File: src/rtl/alu_op_sequencer.sv
// Clocked command front-end for a combinational ALU: accepts operand/opcode commands,
// holds the ALU inputs for SETTLE cycles, then queues {result, opcode} in an in-order response FIFO.
module alu_op_sequencer #(
    parameter int N      = 8,
    parameter int SETTLE = 1,   // 1..15
    parameter int DEPTH  = 4    // power of 2, >= 2
) (
    input  logic                     clk,
    input  logic                     rst_n,
    input  logic                     cmd_valid,
    output logic                     cmd_ready,
    input  logic [N-1:0]             cmd_a,
    input  logic [N-1:0]             cmd_b,
    input  logic [2:0]               cmd_op,
    output logic [N-1:0]             alu_a,
    output logic [N-1:0]             alu_b,
    output logic [2:0]               alu_control,
    input  logic [N-1:0]             alu_result,
    output logic                     rsp_valid,
    input  logic                     rsp_ready,
    output logic [N-1:0]             rsp_result,
    output logic [2:0]               rsp_op,
    output logic                     busy,
    output logic [$clog2(DEPTH):0]   level
);

    localparam int AW = $clog2(DEPTH);

    typedef enum logic {IDLE, DRIVE} state_t;

    typedef struct packed {
        logic [N-1:0] result;
        logic [2:0]   op;
    } entry_t;

    state_t          state;
    logic [3:0]      cnt;
    logic [AW-1:0]   wr_ptr;
    logic [AW-1:0]   rd_ptr;
    entry_t          mem [DEPTH];

    logic accept;
    logic capture;
    logic pop;

    // Room is checked only at acceptance; one command in flight means a capture always fits.
    assign cmd_ready  = (state == IDLE) && (level < (AW+1)'(DEPTH));
    assign busy       = (state == DRIVE);
    assign accept     = cmd_valid && cmd_ready;
    assign capture    = (state == DRIVE) && (cnt == 4'd0);
    assign rsp_valid  = (level != '0);
    assign pop        = rsp_valid && rsp_ready;
    assign rsp_result = mem[rd_ptr].result;
    assign rsp_op     = mem[rd_ptr].op;

    // NOTE: sequential state uses non-blocking assignments so every register samples pre-edge values.
    always_ff @(posedge clk or negedge rst_n) begin
        if (!rst_n) begin
            state       <= IDLE;
            cnt         <= 4'd0;
            alu_a       <= '0;
            alu_b       <= '0;
            alu_control <= 3'd0;
            wr_ptr      <= '0;
            rd_ptr      <= '0;
            level       <= '0;
        end else begin
            case (state)
                IDLE: begin
                    if (accept) begin
                        alu_a       <= cmd_a;
                        alu_b       <= cmd_b;
                        alu_control <= cmd_op;
                        cnt         <= 4'(SETTLE - 1);
                        state       <= DRIVE;
                    end
                end
                DRIVE: begin
                    if (cnt != 4'd0) begin
                        cnt <= cnt - 4'd1;
                    end else begin
                        state <= IDLE;
                    end
                end
                default: state <= IDLE;
            endcase

            // Power-of-two depth lets the pointers wrap naturally.
            if (capture) wr_ptr <= wr_ptr + 1'b1;
            if (pop)     rd_ptr <= rd_ptr + 1'b1;

            case ({capture, pop})
                2'b10:   level <= level + 1'b1;
                2'b01:   level <= level - 1'b1;
                default: level <= level;
            endcase
        end
    end

    // NOTE: storage is not reset; entries are only visible through level, which is.
    always_ff @(posedge clk) begin
        if (capture) begin
            mem[wr_ptr] <= '{result: alu_result, op: alu_control};
        end
    end

endmodule

File: config.mk
export PLATFORM = sky130hd
export DESIGN_NAME = alu_op_sequencer
export DESIGN_NICKNAME = d
export VERILOG_FILES = /design/src/rtl/alu_op_sequencer.sv
export SDC_FILE = /design/constraint.sdc
export NUM_CORES = 1
export LEC_CHECK = 0
export BUFFER_PORTS_ARGS = -buffer_cell sky130_fd_sc_hd__clkbuf_2
export CORE_MARGIN = 4
export CORE_UTILIZATION = 48
export CTS_CLUSTER_SIZE = 16
export DETAILED_ROUTE_END_ITERATION = 10
export PLACE_DENSITY = 0.76
export SLEW_MARGIN = 10
export SYNTH_ARGS = -nofsm -noshare
export SYNTH_HDL_FRONTEND = slang
export SYNTH_SLANG_ARGS = --single-unit
File: constraint.sdc
create_clock -name clk -period 1.76 [get_ports clk]
set_input_delay 0.264 -clock clk [delete_from_list [all_inputs] [get_ports clk]]
set_output_delay 0.264 -clock clk [all_outputs]
set_load 0.01 [all_outputs]
==> reports/qor.csv <==
stage,metric,value,unit
worst_setup_path,cp.depth,3,
power_and_ir_drop,power.density,1740,nW/µm²
final_layout,drive_gt1_share,56.7,%
synth,ys_types,32,
clock_tree,clockBufferDepth,2,
synth,synthXorXnorAreaFrac,2.00,%
power_and_ir_drop,combPwrFrac,42.2,%
synth,synthAdderAreaFrac,3.10,%
power_and_ir_drop,irDropWorstVdd,1.09,mV
floorplan,die_h,88.0,µm
route,vias_per_cell,4.93,
sta,finalWorstSetupSlack,-0.0670,ns
global_route,grt_pass1_wl,8220,µm
place,dp_hpwl,3650,µm
final_layout,multi_input_area,922,µm²
route,drc,0,
global_route,antenna_found_initial,0,
floorplan,initial_core_util,50.7,%
synth,synthSimpleGateAreaFrac,4.20,%
clock_tree,clk_pin_slew,0.07,ns
global_route,grt_overflow,0,
worst_setup_path,cp_max_fo,11,
flow_run,cap_violations,0,
power_and_ir_drop,power_leakage,0.00167,µW
worst_setup_path,cp.arrival,1.56,ns
power_and_ir_drop,switching_share,31.6,%
synth,synthesis.area,3070,µm²
sta,whs,0.141,ns
sta,fin_worst_skew,0.00609,ns
global_route,first_global_vias,1706,
sta,fmax,547,MHz
hold_path,min_from,alu_result[7],
final_layout,post-route-util,64.6,%
clock_tree,cts-buffers-inserted,9,
sta,fin_crit,1.83,ns
clock_tree,cts-htree-levels,3,
route,wire_per_inst,15.2,µm
synth,syn_inst,160,
sta,relSlewSlack,49.0,%
clock_tree,cts_tree,built,
synth,ys_seq_area_share,68.3,%
global_route,gr-usage-all-layers,14.8,%
route,vias,1668,
clock_tree,worstSkewPairLatency,0.34,ns
global_route,grt_max_degree,32,
hold_path,whs_path_depth,1,
status,violations,setup timing,
sta,setup_viol,12,
power_and_ir_drop,p_clk_share,17.2,%
worst_setup_path,r2r_cells,11,
worst_setup_path,cp.required,1.50,ns
route,drtIter0Drc,60,
route,ant_nets,0,
sta,maxSlewViolCount,0,
final_layout,n_antenna_cell,0,
worst_setup_path,critPathSlowestCell,mux4_2,
worst_setup_path,reg2reg_to,level[2],
sta,hold_viol,0,
worst_setup_path,path_buf_inv,2,
status,status,finished with violations,
synth,syn_nets,198,
hold_path,hold_path_class,primary input to flop,
place,port_buffers,66,
floorplan,coreArea,6060,µm²
route,wl,5130,µm
synth,synth.area.mux_share,18.7,%
power_and_ir_drop,p_switching,2150,µW
sta,rsz0062_at_grt,true,
final_layout,layout.nets,296,
sta,worst_pin_slew,0.765,ns
hold_path,holdPathEnd,mem[0][10],
floorplan,ioPinCount,67,
sta,finalCritPeriodShare,104,%
worst_setup_path,cp-start-kind,flop,
synth,synth_top_family_by_area,multiplexers,
final_layout,fillers,432,
clock_tree,cts_root_buf,clkbuf_8,
final_layout,regArea,2100,µm²
floorplan,dieArea,7740,µm²
power_and_ir_drop,p_total,6800,µW
clock_tree,cts_sinks,75,
synth,synth_compound_area_share,0.937,%
worst_setup_path,cp_cell_sequence,buf_12 > mux4_2 > clkbuf_2,
power_and_ir_drop,power.internal,4650,µW
synth,yosysWarningCount,0,
place,gp_congestion,0.764,
power_and_ir_drop,seq_power_share,40.7,%
place,numPlacedInstances,313,
synth,synth.avg_cell_area,19.2,µm²
worst_setup_path,crit_type,flop to output port,
worst_setup_path,rrSetupSlack,-0.04,ns
worst_setup_path,cp_top_family,multiplexers,
worst_setup_path,cp_slowest_stage_delay,0.52,ns
worst_setup_path,r2r-start,cnt[0],
synth,synth-seq-cells,75,
final_layout,areaGrowthSynthToFinish,27.4,%
floorplan,dieWidth,88.0,µm
final_layout,instances_no_fill,338,
worst_setup_path,worstSetupEndpointType,output port,
floorplan,row_count,28,
route,firstDrtPassIters,4,
## logic make-up after synthesis
| logic type | Yosys count |
|---|---|
| DFF | 75 |
| and+or+nand+nor | 19 |
| adders and majority gates | 7 |
| muxes | 34 |
| xor gates and xnor gates | 7 |
| AOI/OAI and AO/OA | 4 |
| buffers and inverters | 14 |
## synthesized netlist by cell type, drive strengths merged
cell type	count	share of area (%)
buf	4	1.5
fa	1	0.65
a21oi	1	0.16
xor2	3	0.86
o31a	1	0.29
edfxtp	44	43
dfrtp	31	25
mux2	21	10
o21ai	1	0.16
nor3b	1	0.24
nor4b	1	0.49
a32o	1	0.33
nand2	3	0.45
inv	10	1.2
mux4	11	8.1
mux2i	2	0.65
nor3	1	0.53
ha	6	2.4
nand4b	1	0.29
or3	1	0.20
and2	5	1.1
xnor2	4	1.1
nor2b	1	0.20
nor2	5	0.69
## layout by cell type, fill, tap and decap left out, types with 2 or more instances in the layout
master    synthesis  layout
and2_1            4       4
buf_12            1       5
buf_4             1      19
clkbuf_2          0      66
clkbuf_8          0      11
clkinv_2          0       2
dfrtp_1          31      31
edfxtp_1         44      44
ha_1              6       4
ha_4              0       2
inv_1             9       6
inv_2             1       4
mux2_2            2       2
mux2_4           19      19
mux2i_1           2       2
mux4_2           11      11
nand2_1           2       2
nor2_1            4       4
xnor2_1           4       4
xor2_1            3       3
## registers in the layout, summed over array words and instances, names as in the netlist
register,cells
wr_ptr,2
busy,1
cnt,4
mem,44
level,3
alu_b,8
rd_ptr,2
alu_a,8
alu_control,3
## worst max path at each step
stage,startpoint,end,slack (ns)
2_1_floorplan,cnt[0],level[2],-0.08
3_3_place_gp,cnt[0],level[2],0.03
3_5_place_dp,cnt[0],level[1],-0.01
5_1_grt,rd_ptr[0],rsp_op[0],-0.14
4_1_cts,rd_ptr[0],rsp_op[1],-0.1
6_report,rd_ptr[0],rsp_op[0],-0.07
## final cells by class
type	instances	area share (%)
Timing Repair Buffer	91	14.9
Sequential cell	75	53.6
Clock inverter	4	0.608
Multi-Input combinational cell	71	23.6
Clock buffer	12	3.97
Inverter	10	0.959
Tap cell	75	2.40
## what timing repair did
| item | in CTS | in global routing |
|---|---|---|
| resized for setup | 3 | 1 |
| endpoints found under the hold margin | 15 | 0 |
| setup endpoints to repair | 13 | 35 |
| gates cloned | 0 | 0 |
| pin swaps | 4 | 6 |
| buffers inserted | 5 | 3 |
| hold buffers | 1 | 0 |
## power groups by stage
stage	Sequential (µW)	Clock, µW	Combinational (µW)
floorplan	2900	0	1590
global placement	2780	0	2680
detailed placement	2800	0	2730
CTS	2770	1210	2860
global route	2830	1310	3130
finish	2770	1170	2870
## per-stage QoR
stage / setup slack (ns) / cell area [µm²] / setup TNS, ns
2_1_floorplan: -0.0758 / 3090 / -0.119
3_3_place_gp: 0.0313 / 3650 / 0
3_5_place_dp: -0.0134 / 3650 / -0.0226
4_1_cts: -0.0975 / 3890 / -0.942
5_1_grt: -0.142 / 3910 / -1.53
6_report: -0.0670 / 3910 / -0.530
## layer usage
layer / vias up / global-route usage (%) / share of wire [%]
met1: 808 / 17.5 / 41
met4: 0 / 7.67 / 2.7
met2: 52 / 23.3 / 50
li1: 794 / - / -
met3: 14 / 5.93 / 7.1
met5: - / 0 / 0
Note: power is estimated with default switching activity, not from simulation.
